File: src/rtl/ieu_rs_pkg.sv
// Shared widths and types for the integer reservation station.
package ieu_rs_pkg;

    localparam int unsigned DATA_WIDTH = 32;
    localparam int unsigned ADDR_WIDTH = 32;
    localparam int unsigned TAG_WIDTH  = 6;

    typedef logic [DATA_WIDTH-1:0] procyon_data_t;
    typedef logic [ADDR_WIDTH-1:0] procyon_addr_t;
    typedef logic [TAG_WIDTH-1:0]  procyon_tag_t;

    typedef enum logic [3:0] {
        OPCODE_ADD  = 4'd0,
        OPCODE_SUB  = 4'd1,
        OPCODE_ADDI = 4'd2,
        OPCODE_AND  = 4'd3,
        OPCODE_OR   = 4'd4,
        OPCODE_XOR  = 4'd5,
        OPCODE_SLL  = 4'd6,
        OPCODE_SRL  = 4'd7,
        OPCODE_SRA  = 4'd8,
        OPCODE_SLT  = 4'd9,
        OPCODE_SLTU = 4'd10,
        OPCODE_LUI  = 4'd11,
        OPCODE_BEQ  = 4'd12,
        OPCODE_BNE  = 4'd13,
        OPCODE_JAL  = 4'd14,
        OPCODE_JALR = 4'd15
    } procyon_opcode_t;

    typedef struct packed {
        logic          rdy;
        procyon_tag_t  tag;
        procyon_data_t data;
    } procyon_rs_src_t;

    // Payload of one RS entry; valid and age live beside it since age width depends on depth.
    typedef struct packed {
        procyon_opcode_t opcode;
        procyon_addr_t   iaddr;
        procyon_data_t   insn;
        procyon_tag_t    dst_tag;
        procyon_rs_src_t src_a;
        procyon_rs_src_t src_b;
    } procyon_rs_entry_t;

    // Capture a CDB result into a waiting operand.
    function automatic procyon_rs_src_t rs_src_wakeup(
        input procyon_rs_src_t src,
        input logic            cdb_en,
        input procyon_tag_t    cdb_tag,
        input procyon_data_t   cdb_data
    );
        procyon_rs_src_t r;
        r = src;
        if (!src.rdy && cdb_en && (src.tag == cdb_tag)) begin
            r.rdy  = 1'b1;
            r.data = cdb_data;
        end
        return r;
    endfunction

endpackage

File: src/rtl/ieu_rs_select.sv
// Oldest-ready picker: one-hot grant for the ready entry with the largest age.
module ieu_rs_select #(
    parameter int unsigned RS_DEPTH = 8,
    parameter int unsigned AGE_W    = $clog2(RS_DEPTH)
) (
    input  logic [RS_DEPTH-1:0]            ready,
    input  logic [RS_DEPTH-1:0][AGE_W-1:0] age,
    output logic [RS_DEPTH-1:0]            grant_c,
    output logic                           found_c
);

    logic [AGE_W-1:0] best_age;
    logic [AGE_W-1:0] best_idx;

    // Strict compare keeps the lowest index if ages ever saturate to a tie.
    always_comb begin
        found_c  = 1'b0;
        best_age = '0;
        best_idx = '0;
        for (int i = 0; i < RS_DEPTH; i++) begin
            if (ready[i] && (!found_c || (age[i] > best_age))) begin
                found_c  = 1'b1;
                best_age = age[i];
                best_idx = AGE_W'(i);
            end
        end
        grant_c = found_c ? (RS_DEPTH'(1) << best_idx) : '0;
    end

endmodule

File: src/rtl/ieu_rs.sv
// Integer reservation station: holds renamed ops until operands arrive, issues oldest ready.
module ieu_rs
    import ieu_rs_pkg::*;
#(
    parameter int unsigned RS_DEPTH = 8
) (
    input  logic            clk,
    input  logic            n_rst,
    input  logic            i_flush,
    input  logic            i_cdb_en,
    input  procyon_tag_t    i_cdb_tag,
    input  procyon_data_t   i_cdb_data,
    input  logic            i_dsp_en,
    input  procyon_opcode_t i_dsp_opcode,
    input  procyon_addr_t   i_dsp_iaddr,
    input  procyon_data_t   i_dsp_insn,
    input  logic            i_dsp_src_a_rdy,
    input  logic            i_dsp_src_b_rdy,
    input  procyon_tag_t    i_dsp_src_a_tag,
    input  procyon_tag_t    i_dsp_src_b_tag,
    input  procyon_data_t   i_dsp_src_a_data,
    input  procyon_data_t   i_dsp_src_b_data,
    input  procyon_tag_t    i_dsp_dst_tag,
    output logic            o_rs_stall,
    input  logic            i_stall,
    output procyon_opcode_t o_opcode,
    output procyon_addr_t   o_iaddr,
    output procyon_data_t   o_insn,
    output procyon_data_t   o_src_a,
    output procyon_data_t   o_src_b,
    output procyon_tag_t    o_tag,
    output logic            o_valid
);

    localparam int unsigned      AGE_W   = $clog2(RS_DEPTH);
    localparam logic [AGE_W-1:0] AGE_MAX = '1;

    logic [RS_DEPTH-1:0]            valid_q;
    logic [RS_DEPTH-1:0][AGE_W-1:0] age_q;
    procyon_rs_entry_t              entry_q [RS_DEPTH];

    logic [RS_DEPTH-1:0] ready;
    logic [RS_DEPTH-1:0] grant;
    logic                found;
    logic                advance;
    logic                alloc;
    logic                free_seen;
    logic [RS_DEPTH-1:0] alloc_mask;
    logic [RS_DEPTH-1:0] free_mask;
    procyon_rs_entry_t   new_entry;
    procyon_rs_entry_t   issue_entry;

    assign o_rs_stall = &valid_q;
    assign advance    = !i_stall || !o_valid;
    assign alloc      = i_dsp_en && !o_rs_stall && !i_flush;
    assign free_mask  = (advance && found) ? grant : '0;

    always_comb begin
        for (int i = 0; i < RS_DEPTH; i++) begin
            ready[i] = valid_q[i] && entry_q[i].src_a.rdy && entry_q[i].src_b.rdy;
        end
    end

    ieu_rs_select #(
        .RS_DEPTH (RS_DEPTH),
        .AGE_W    (AGE_W)
    ) u_select (
        .ready   (ready),
        .age     (age_q),
        .grant_c (grant),
        .found_c (found)
    );

    // Lowest-index free slot, judged on registered valid bits only.
    always_comb begin
        alloc_mask = '0;
        free_seen  = 1'b0;
        for (int i = 0; i < RS_DEPTH; i++) begin
            if (!valid_q[i] && !free_seen) begin
                alloc_mask[i] = alloc;
                free_seen     = 1'b1;
            end
        end
    end

    // Incoming entry, with same-cycle CDB bypass on waiting operands.
    always_comb begin
        new_entry.opcode  = i_dsp_opcode;
        new_entry.iaddr   = i_dsp_iaddr;
        new_entry.insn    = i_dsp_insn;
        new_entry.dst_tag = i_dsp_dst_tag;
        new_entry.src_a   = rs_src_wakeup('{rdy: i_dsp_src_a_rdy, tag: i_dsp_src_a_tag,
                                            data: i_dsp_src_a_data},
                                          i_cdb_en, i_cdb_tag, i_cdb_data);
        new_entry.src_b   = rs_src_wakeup('{rdy: i_dsp_src_b_rdy, tag: i_dsp_src_b_tag,
                                            data: i_dsp_src_b_data},
                                          i_cdb_en, i_cdb_tag, i_cdb_data);
    end

    always_comb begin
        issue_entry = '0;
        for (int i = 0; i < RS_DEPTH; i++) begin
            if (grant[i]) begin
                issue_entry = entry_q[i];
            end
        end
    end

    // Entry storage: allocate, free on issue, age surviving entries, CDB wakeup.
    always_ff @(posedge clk or negedge n_rst) begin
        if (!n_rst) begin
            valid_q <= '0;
            age_q   <= '0;
            for (int i = 0; i < RS_DEPTH; i++) begin
                entry_q[i] <= '0;
            end
        end else if (i_flush) begin
            valid_q <= '0;
        end else begin
            for (int i = 0; i < RS_DEPTH; i++) begin
                if (alloc_mask[i]) begin
                    valid_q[i] <= 1'b1;
                    age_q[i]   <= '0;
                    entry_q[i] <= new_entry;
                end else begin
                    if (free_mask[i]) begin
                        valid_q[i] <= 1'b0;
                    end else if (alloc && valid_q[i] && (age_q[i] != AGE_MAX)) begin
                        age_q[i] <= age_q[i] + 1'b1;
                    end
                    entry_q[i].src_a <= rs_src_wakeup(entry_q[i].src_a, i_cdb_en,
                                                      i_cdb_tag, i_cdb_data);
                    entry_q[i].src_b <= rs_src_wakeup(entry_q[i].src_b, i_cdb_en,
                                                      i_cdb_tag, i_cdb_data);
                end
            end
        end
    end

    // Issue register toward the IEU; holds while the IEU stalls a valid op.
    always_ff @(posedge clk or negedge n_rst) begin
        if (!n_rst) begin
            o_valid  <= 1'b0;
            o_opcode <= OPCODE_ADD;
            o_iaddr  <= '0;
            o_insn   <= '0;
            o_src_a  <= '0;
            o_src_b  <= '0;
            o_tag    <= '0;
        end else if (i_flush) begin
            o_valid <= 1'b0;
        end else if (advance) begin
            o_valid <= found;
            if (found) begin
                o_opcode <= issue_entry.opcode;
                o_iaddr  <= issue_entry.iaddr;
                o_insn   <= issue_entry.insn;
                o_src_a  <= issue_entry.src_a.data;
                o_src_b  <= issue_entry.src_b.data;
                o_tag    <= issue_entry.dst_tag;
            end
        end
    end

    // Dispatching into a full station is a protocol violation; the request is dropped.
    always_ff @(posedge clk) begin
        if (n_rst) begin
            assert (!(i_dsp_en && o_rs_stall))
            else $warning("ieu_rs: dispatch while o_rs_stall is high, request dropped");
        end
    end

endmodule

File: config.mk
export PLATFORM = sky130hd
export DESIGN_NAME = ieu_rs
export DESIGN_NICKNAME = d
export VERILOG_FILES = /design/src/rtl/ieu_rs_pkg.sv /design/src/rtl/ieu_rs_select.sv /design/src/rtl/ieu_rs.sv
export SDC_FILE = /design/constraint.sdc
export NUM_CORES = 2
export LEC_CHECK = 0
export ABC_CLOCK_PERIOD_IN_PS = 10900
export BUFFER_PORTS_ARGS = -buffer_cell sky130_fd_sc_hd__buf_4
export CAP_MARGIN = 20
export CORE_MARGIN = 8
export CORE_UTILIZATION = 50
export DETAILED_ROUTE_END_ITERATION = 8
export PLACE_DENSITY_LB_ADDON = 0.05
export RECOVER_POWER = 50
export SYNTH_ARGS = -nofsm -noshare
export SYNTH_HDL_FRONTEND = slang
export SYNTH_SLANG_ARGS = --single-unit
File: constraint.sdc
create_clock -name clk -period 10.9 [get_ports clk]
set_input_delay 0 -clock clk [delete_from_list [all_inputs] [get_ports clk]]
set_output_delay 0 -clock clk [all_outputs]
set_load 0.02 [all_outputs]
# After elaboration in Yosys (flattened, before gate mapping)
# Cells that the tools add are included.
[totals] out_inout_bits=140 in_bits=196 wordCells=490 register_bits=1387
[classes] magnitude_cmp=7 add_sub_neg=8 bitwise=1 n_eq_ne=34 shift=1 reduce_logical=202 n_mux=134
[ops] op="$mux W152" n=8
[ops] op="$mux W78" n=8
[ops] op="$mux W32" n=18
[ops] op="$eq A6 B6 Y1" n=18
[ops] op="$mux W3" n=35
[ops] op="$logic_and A1 B1 Y1" n=85
[ops] op="$mux W1" n=60
[ops] op="$reduce_bool A2 Y1" n=25
[ops] op="$reduce_and A2 Y1" n=24
[ops] op="$logic_not A1 Y1" n=42
[ops] op="$reduce_and A3 Y1" n=9
[ops] op="$add A3 B1 Y3 const B" n=8
[ops] op="$mux W8" n=3
[ops] op="$ne A3 B3 Y1 const B" n=8
[ops] op="$reduce_bool A3 Y1" n=8
[ops] op="$gt A3 B3 Y1" n=7
[ops] op="$ne A2 B2 Y1 const B" n=8
[ops] op="$logic_or A1 B1 Y1" n=8
[ops] op="$reduce_and A8 Y1" n=1
[ops] op="$shl A1 B3 Y8 const A" n=1
[ops] op="$mux W2" n=2
[ops] op="$not A1 Y1" n=1

# Depth between registers and ports, before layout
[logic_depth] word_depth=41 mapped_depth=57 depth_no_buf=46

# By module
# From an unflattened synthesis, not the netlist that was laid out.
[unflattened] hier_cells=7188 hier_area_um2=65506.6
[modules_own_cells] mod="ieu_rs" n_inst=1 seq_area_each_um2=34708.3 cells_per_inst=7039 area_each_um2=64390.5
[modules_own_cells] mod="ieu_rs_select" n_inst=1 seq_area_each_um2=0.0 cells_per_inst=149 area_each_um2=1116.1

# Worst setup path before layout
# Ideal clock, no wire load.
[synth_path] path_type="register to register" start="register valid_q[0]" end="register o_iaddr[0]" setup_time_ps=77 arrival_ps=11177 synth_period_minus_slack_ps=11255 path_stages_with_launch=56 path_buffers=11 required_ps=10823 path_slack_ps=-355 path_cell_list="dfrtp_1 > buf_4 > and3_1 > and2_1 > ha_1 > and3_1 > a211o_1 > nand2_1 > buf_2 > buf_2 > buf_2 > a22oi_1 > ha_1 > a21oi_1 > a32o_1 > a21o_1 > clkbuf_1 > o21bai_1 > [20 not listed] > ha_1 > and3b_1 > o21ai_1 > o22ai_1 > clkbuf_1 > clkbuf_1 > a22oi_1 > o21ai_0 > ha_1 > and3_1 > a211o_1 > o211a_1 > nand3_2 > buf_4 > dlygate4sd1_1 > nor2_1 > or3_1 > a21oi_1"
[synth_between] elab_chain_cells=41 elab_cells_between_ends=63 classes_between="7 x order compare; 1 x shift; 31 x mux; 24 x reduce/logical"
[synth_lines] element="from (decl)" line="ieu_rs.sv:38" source="logic [RS_DEPTH-1:0] valid_q;"
[synth_lines] element="from (signal assigned)" line="ieu_rs.sv:112" source="valid_q <= '0;"
[synth_lines] element="from (signal assigned)" line="ieu_rs.sv:118" source="valid_q <= '0;"
[synth_lines] element="from (signal, indexed assignment)" line="ieu_rs.sv:122" source="valid_q[i] <= 1'b1;"
[synth_lines] element="$logic_and A1 B1 Y1 * (2 in series)" line="ieu_rs.sv:60" source="ready[i] = valid_q[i] && entry_q[i].src_a.rdy && entry_q[i].src_b.rdy;"
[synth_lines] element="$mux W3 / $mux W1 (equally long branches)" line="ieu_rs_select.sv:21" source="if (ready[i] && (!found_c || (age[i] > best_age))) begin"
[synth_lines] element="$gt A3 B3 Y1 / $logic_not A1 Y1 (equally long branches)" line="ieu_rs_select.sv:21"
[synth_lines] element="$logic_or A1 B1 Y1" line="ieu_rs_select.sv:21"
[synth_lines] element="$logic_and A1 B1 Y1" line="ieu_rs_select.sv:21"
[synth_lines] element="$mux W3 / $mux W1 (equally long branches)" line="ieu_rs_select.sv:21"
[synth_lines] element="$gt A3 B3 Y1 / $logic_not A1 Y1 (equally long branches)" line="ieu_rs_select.sv:21"
[synth_lines] element="$logic_or A1 B1 Y1" line="ieu_rs_select.sv:21"
[synth_lines] element="[17 not listed]"
[synth_lines] element="$mux W3 / $mux W1 (equally long branches)" line="ieu_rs_select.sv:21"
[synth_lines] element="$gt A3 B3 Y1 / $logic_not A1 Y1 (equally long branches)" line="ieu_rs_select.sv:21"
[synth_lines] element="$logic_or A1 B1 Y1" line="ieu_rs_select.sv:21"
[synth_lines] element="$logic_and A1 B1 Y1" line="ieu_rs_select.sv:21"
[synth_lines] element="$mux W3" line="ieu_rs_select.sv:21"
[synth_lines] element="$shl A1 B3 Y8" line="ieu_rs_select.sv:27" source="grant_c = found_c ? (RS_DEPTH'(1) << best_idx) : '0;"
[synth_lines] element="$mux W8" line="ieu_rs_select.sv:27"
[synth_lines] element="$mux W152 (8 in series)" line="ieu_rs.sv:103" source="if (grant[i]) begin"
[synth_lines] element="to (signal assigned)" line="ieu_rs.sv:156" source="o_iaddr <= issue_entry.iaddr;"
[synth_lines] element="to (decl)" line="ieu_rs.sv:27" source="output procyon_addr_t o_iaddr,"
# Every way passes the cells marked *; elsewhere a longest branch is shown, timed or not.
# A chain may end at the register's enable or synchronous reset.

# Final worst setup path
[layout_path] start="register entry_q[1102] in the netlist's numbering" end="register o_insn[27]"
[layout_between] elab_chain_cells=40 elab_cells_between_ends=62 classes_between="7 x order compare; 1 x shift; 31 x mux; 23 x reduce/logical"
[layout_lines] element="from (decl)" line="ieu_rs.sv:40" source="procyon_rs_entry_t entry_q [RS_DEPTH];"
[layout_lines] element="from (signal, indexed assignment)" line="ieu_rs.sv:124" source="entry_q[i] <= new_entry;"
[layout_lines] element="$logic_and A1 B1 Y1 *" line="ieu_rs.sv:60"
[layout_lines] element="$mux W3 / $mux W1 (equally long branches)" line="ieu_rs_select.sv:21"
[layout_lines] element="$gt A3 B3 Y1 / $logic_not A1 Y1 (equally long branches)" line="ieu_rs_select.sv:21"
[layout_lines] element="$logic_or A1 B1 Y1" line="ieu_rs_select.sv:21"
[layout_lines] element="$logic_and A1 B1 Y1" line="ieu_rs_select.sv:21"
[layout_lines] element="$mux W3 / $mux W1 (equally long branches)" line="ieu_rs_select.sv:21"
[layout_lines] element="$gt A3 B3 Y1 / $logic_not A1 Y1 (equally long branches)" line="ieu_rs_select.sv:21"
[layout_lines] element="$logic_or A1 B1 Y1" line="ieu_rs_select.sv:21"
[layout_lines] element="[17 not listed]"
[layout_lines] element="$mux W3 / $mux W1 (equally long branches)" line="ieu_rs_select.sv:21"
[layout_lines] element="$gt A3 B3 Y1 / $logic_not A1 Y1 (equally long branches)" line="ieu_rs_select.sv:21"
[layout_lines] element="$logic_or A1 B1 Y1" line="ieu_rs_select.sv:21"
[layout_lines] element="$logic_and A1 B1 Y1" line="ieu_rs_select.sv:21"
[layout_lines] element="$mux W3" line="ieu_rs_select.sv:21"
[layout_lines] element="$shl A1 B3 Y8" line="ieu_rs_select.sv:27"
[layout_lines] element="$mux W8" line="ieu_rs_select.sv:27"
[layout_lines] element="$mux W152 (8 in series)" line="ieu_rs.sv:103"
[layout_lines] element="to (signal assigned)" line="ieu_rs.sv:157" source="o_insn <= issue_entry.insn;"
[layout_lines] element="to (decl)" line="ieu_rs.sv:28" source="output procyon_data_t o_insn,"
# Marks and branches as above.

==> flow_summary.ini <==
[cells_and_area]
final_core_utilization = 0.5959
finish.instance_area_um2 = 76180
final_nets = 7737
mostFrequentLayoutCells = sky130_fd_sc_hd__nand2_1, sky130_fd_sc_hd__dfrtp_1, sky130_fd_sc_hd__nor2_1
post_route_cells_drive_above_1_share = 0.1307
flow.area_growth_from_synthesis_pct = 18.16
layoutNonFillerInstCount = 9306
layout.cells.most_common = sky130_fd_sc_hd__nand2_1
fillers = 11280

[logic_synthesis]
most_common_flop_cell_mapped_by_yosys = sky130_fd_sc_hd__dfrtp_1
number_of_distinct_standard_cells_referenced_by_the_synthesized_netlist = 84
yosysWarnings = 0
yosysSeqAreaShare = 0.5383
postSynthNetCount = 7456
synth.ff_latch_count = 1387
avgSynthCellArea_um2 = 8.927
syn-cell-area_um2 = 64480
netlist_instances = 7223
asyncSetResetFlopFracSynth = 1.000
synth_edf_count = 0

[critical_path]
worstSetupPathType = flip-flop to flip-flop
critical_path_buf_inv_count = 5
critical-path-max-stage-delay_ns = 0.43
crit_top_cell = sky130_fd_sc_hd__ha_1
critPathTopFamily = compound AO/OA/AOI/OAI gates
cp.arrival_ns = 11.25
timing.critical_path.slowest_stage_cell = sky130_fd_sc_hd__dfrtp_1
setup.worst_path.end_class = flip-flop
cp_data_required_time_ns = 11.57
worst-path-max-fanout = 19
cp-start-kind = flip-flop

[floorplan]
top_level_ports = 336
floorplan.die.height_um = 375.1
core_area_um2 = 127800
die_x_um = 375.1
die_area_um2 = 140700
fp-row-count = 131
initial_core_util = 0.5043

[clock_network]
clk_path_buf_depth = 3
numCtsBuffers = 150
clock-root-buffer = sky130_fd_sc_hd__clkbuf_16
tritoncts_clock_tree = done
worst_skew_pair.late_latency_ns = 0.81
clk_pin_slew_ns = 0.07
h-tree-depth = 4
cts.sink_count = 1387

[worst_hold_path]
timing.hold.worst.class = primary input to flip-flop

[routing]
drt-initial-drc-count = 6600
drc_errors = 0
count_of_nets_left_with_antenna_violations_after_detail_routing = 0
finalWirelength_um = 253000
routed-via-count = 57870
drt_pre_antenna_iters = 6
routed_via_density = 6.218
routed_wire_length_per_instance_um = 27.19

[place]
detailed_place.area_um2 = 68080
placedCellCount = 8679
dp_hpwl_um = 138700
io_buffers = 335
gp_congestion = 0.8971

[timing]
tightestPinTransition_ns = 8.849
timing.final.crit_share = 0.9704
max_transition_margin = -4.900
drv_slew = 854
hold_violations = 0
finalClockSkew_ns = 0.03657
setup_viol = 0
fmax_ghz = 0.09455
timing.final.crit_period_ns = 10.58

[power]
power.clock.fraction = 0.373
p_seq_frac = 0.463
combPwrFrac = 0.164
switching_power_total_mw = 4.124
power_density_nw_per_um2 = 184.3
switching_share = 0.2938
total_design_power_mw = 14.04
cellLeakagePower_nw = 36.91
power.ir.vdd_worst_mv = 0.1642
p_int_mw = 9.914

[run_status]
failed_checks = max-capacitance violations, max-slew violations
status = complete, but fails checks

[grt]
vias_in_the_first_global_route = 56890
antenna_violations_before_repair = 24
grt_util_overall = 0.3466
grt_remaining_overflow = 0
largest_net_degree_at_the_start_of_global_routing = 177
wire_length_of_the_first_global_routing_pass_um = 373500

[job]
timing.max_cap.violations = 8
metrics by stage:
step	hold WS (ns)	setup slack, ns	setup TNS [ns]
6_report	0.03739	0.3231	0
5_1_grt	0.03607	-0.1575	-0.6033
2_1_floorplan	-0.2956	0.005635	0
4_1_cts	0.0001480	0.009083	0
3_5_place_dp	0.06720	-0.07548	-2.278
3_3_place_gp	0.07124	0.1074	0
cell usage after synthesis (14+ instances only):
library cell,number,area (µm²)
sky130_fd_sc_hd__nand2_1,1846,6929
sky130_fd_sc_hd__dfrtp_1,1387,34710
sky130_fd_sc_hd__nor2_1,1090,4091
sky130_fd_sc_hd__o22ai_1,660,4129
sky130_fd_sc_hd__clkbuf_1,488,1832
sky130_fd_sc_hd__mux2_2,268,3018
sky130_fd_sc_hd__a21oi_1,251,1256
sky130_fd_sc_hd__buf_2,135,675.7
sky130_fd_sc_hd__a31oi_1,128,800.8
sky130_fd_sc_hd__a221oi_1,113,989.7
sky130_fd_sc_hd__o21ai_0,113,565.5
sky130_fd_sc_hd__or3_1,107,669.4
sky130_fd_sc_hd__xnor2_1,90,788.3
sky130_fd_sc_hd__o221ai_1,47,411.6
sky130_fd_sc_hd__inv_1,46,172.7
sky130_fd_sc_hd__buf_1,37,138.9
sky130_fd_sc_hd__ha_1,37,462.9
sky130_fd_sc_hd__nor3_1,31,155.2
sky130_fd_sc_hd__o21ai_1,30,150.1
sky130_fd_sc_hd__nand3_1,28,140.1
sky130_fd_sc_hd__o31a_1,23,201.4
sky130_fd_sc_hd__xor2_1,23,201.4
sky130_fd_sc_hd__and3_1,15,93.84
sky130_fd_sc_hd__buf_4,14,105.1
power by group through the flow:
stage               clock, mW  sequential (mW)  combinational, mW
global route             5.48             6.58               2.54
global placement            0             6.55               2.28
detailed placement          0             6.56               2.33
floorplan                   0             6.64               1.18
CTS                      5.29             6.48               2.46
finish                   5.24             6.50               2.30
state kept, by name (all words and copies together), names as in the netlist:
signal    count
entry_q    1216
valid_q       8
o_src_a      32
o_src_b      32
o_insn       32
o_valid       1
age_q        24
o_opcode      4
o_tag         6
o_iaddr      32
tightest hold or removal path, delay by kind of cell:
kind | cells | cell delay, ns
simple gates | 2 | 0.11
buf+inv | 2 | 0.69
layer usage:
layer | wire length, µm | GRT usage
met3 | 27450 | 0.09058
met2 | 111900 | 0.5290
met1 | 102900 | 0.4768
met4 | 10680 | 0.1287
met5 | 69 | 0
cell families (layout without fill, tap and decap cells):
kind of cell,count (synthesis),count (layout),synth area share
buf+inv,751,1154,0.04935
other cells,0,18,0
compound gates,1455,1455,0.1442
mux,281,281,0.04882
fa+ha+maj,37,37,0.007180
simple gates,3199,3199,0.1968
xor+xnor,113,113,0.01535
flops,1387,1387,0.5383
area by class of cell:
cell class / count / area [µm²] / area share
Antenna cell: 18 / 45.04 / 0.0005912
Timing Repair Buffer: 833 / 7019 / 0.09213
Multi-Input combinational cell: 5085 / 27140 / 0.3562
Clock inverter: 51 / 514.2 / 0.006750
Tap cell: 1662 / 2079 / 0.02730
Clock buffer: 223 / 4506 / 0.05914
Inverter: 47 / 176.4 / 0.002316
Sequential cell: 1387 / 34710 / 0.4556
path summary, 6_finish.rpt:
| kind | from | endpoint | slack (ns) | depth (start not counted) |
|---|---|---|---|---|
| max in group asynchronous | n_rst | entry_q[546] | 2.07 | 3 |
| min in group asynchronous | n_rst | entry_q[734] | 1.33 | 3 |
| hold / removal | i_dsp_iaddr[12] | entry_q[128] | 0.04 | 4 |
| hold reg to reg | entry_q[1191] | entry_q[1191] | 0.47 | 2 |
| setup / recovery | entry_q[1102] | o_insn[27] | 0.32 | 47 |
| setup reg to reg | entry_q[1102] | o_insn[27] | 0.32 | 47 |
repair_timing:
item | CTS | global route
setup endpoints to repair | 128 | 169
pin swaps | 1 | 14
endpoints found under the hold margin | 1503 | 0
hold buffers | 297 | 0
buffers inserted | 1 | 28
gates cloned | 0 | 7
gates resized for setup | 2 | 40
No activity file was read; power rests on OpenSTA's default activity.
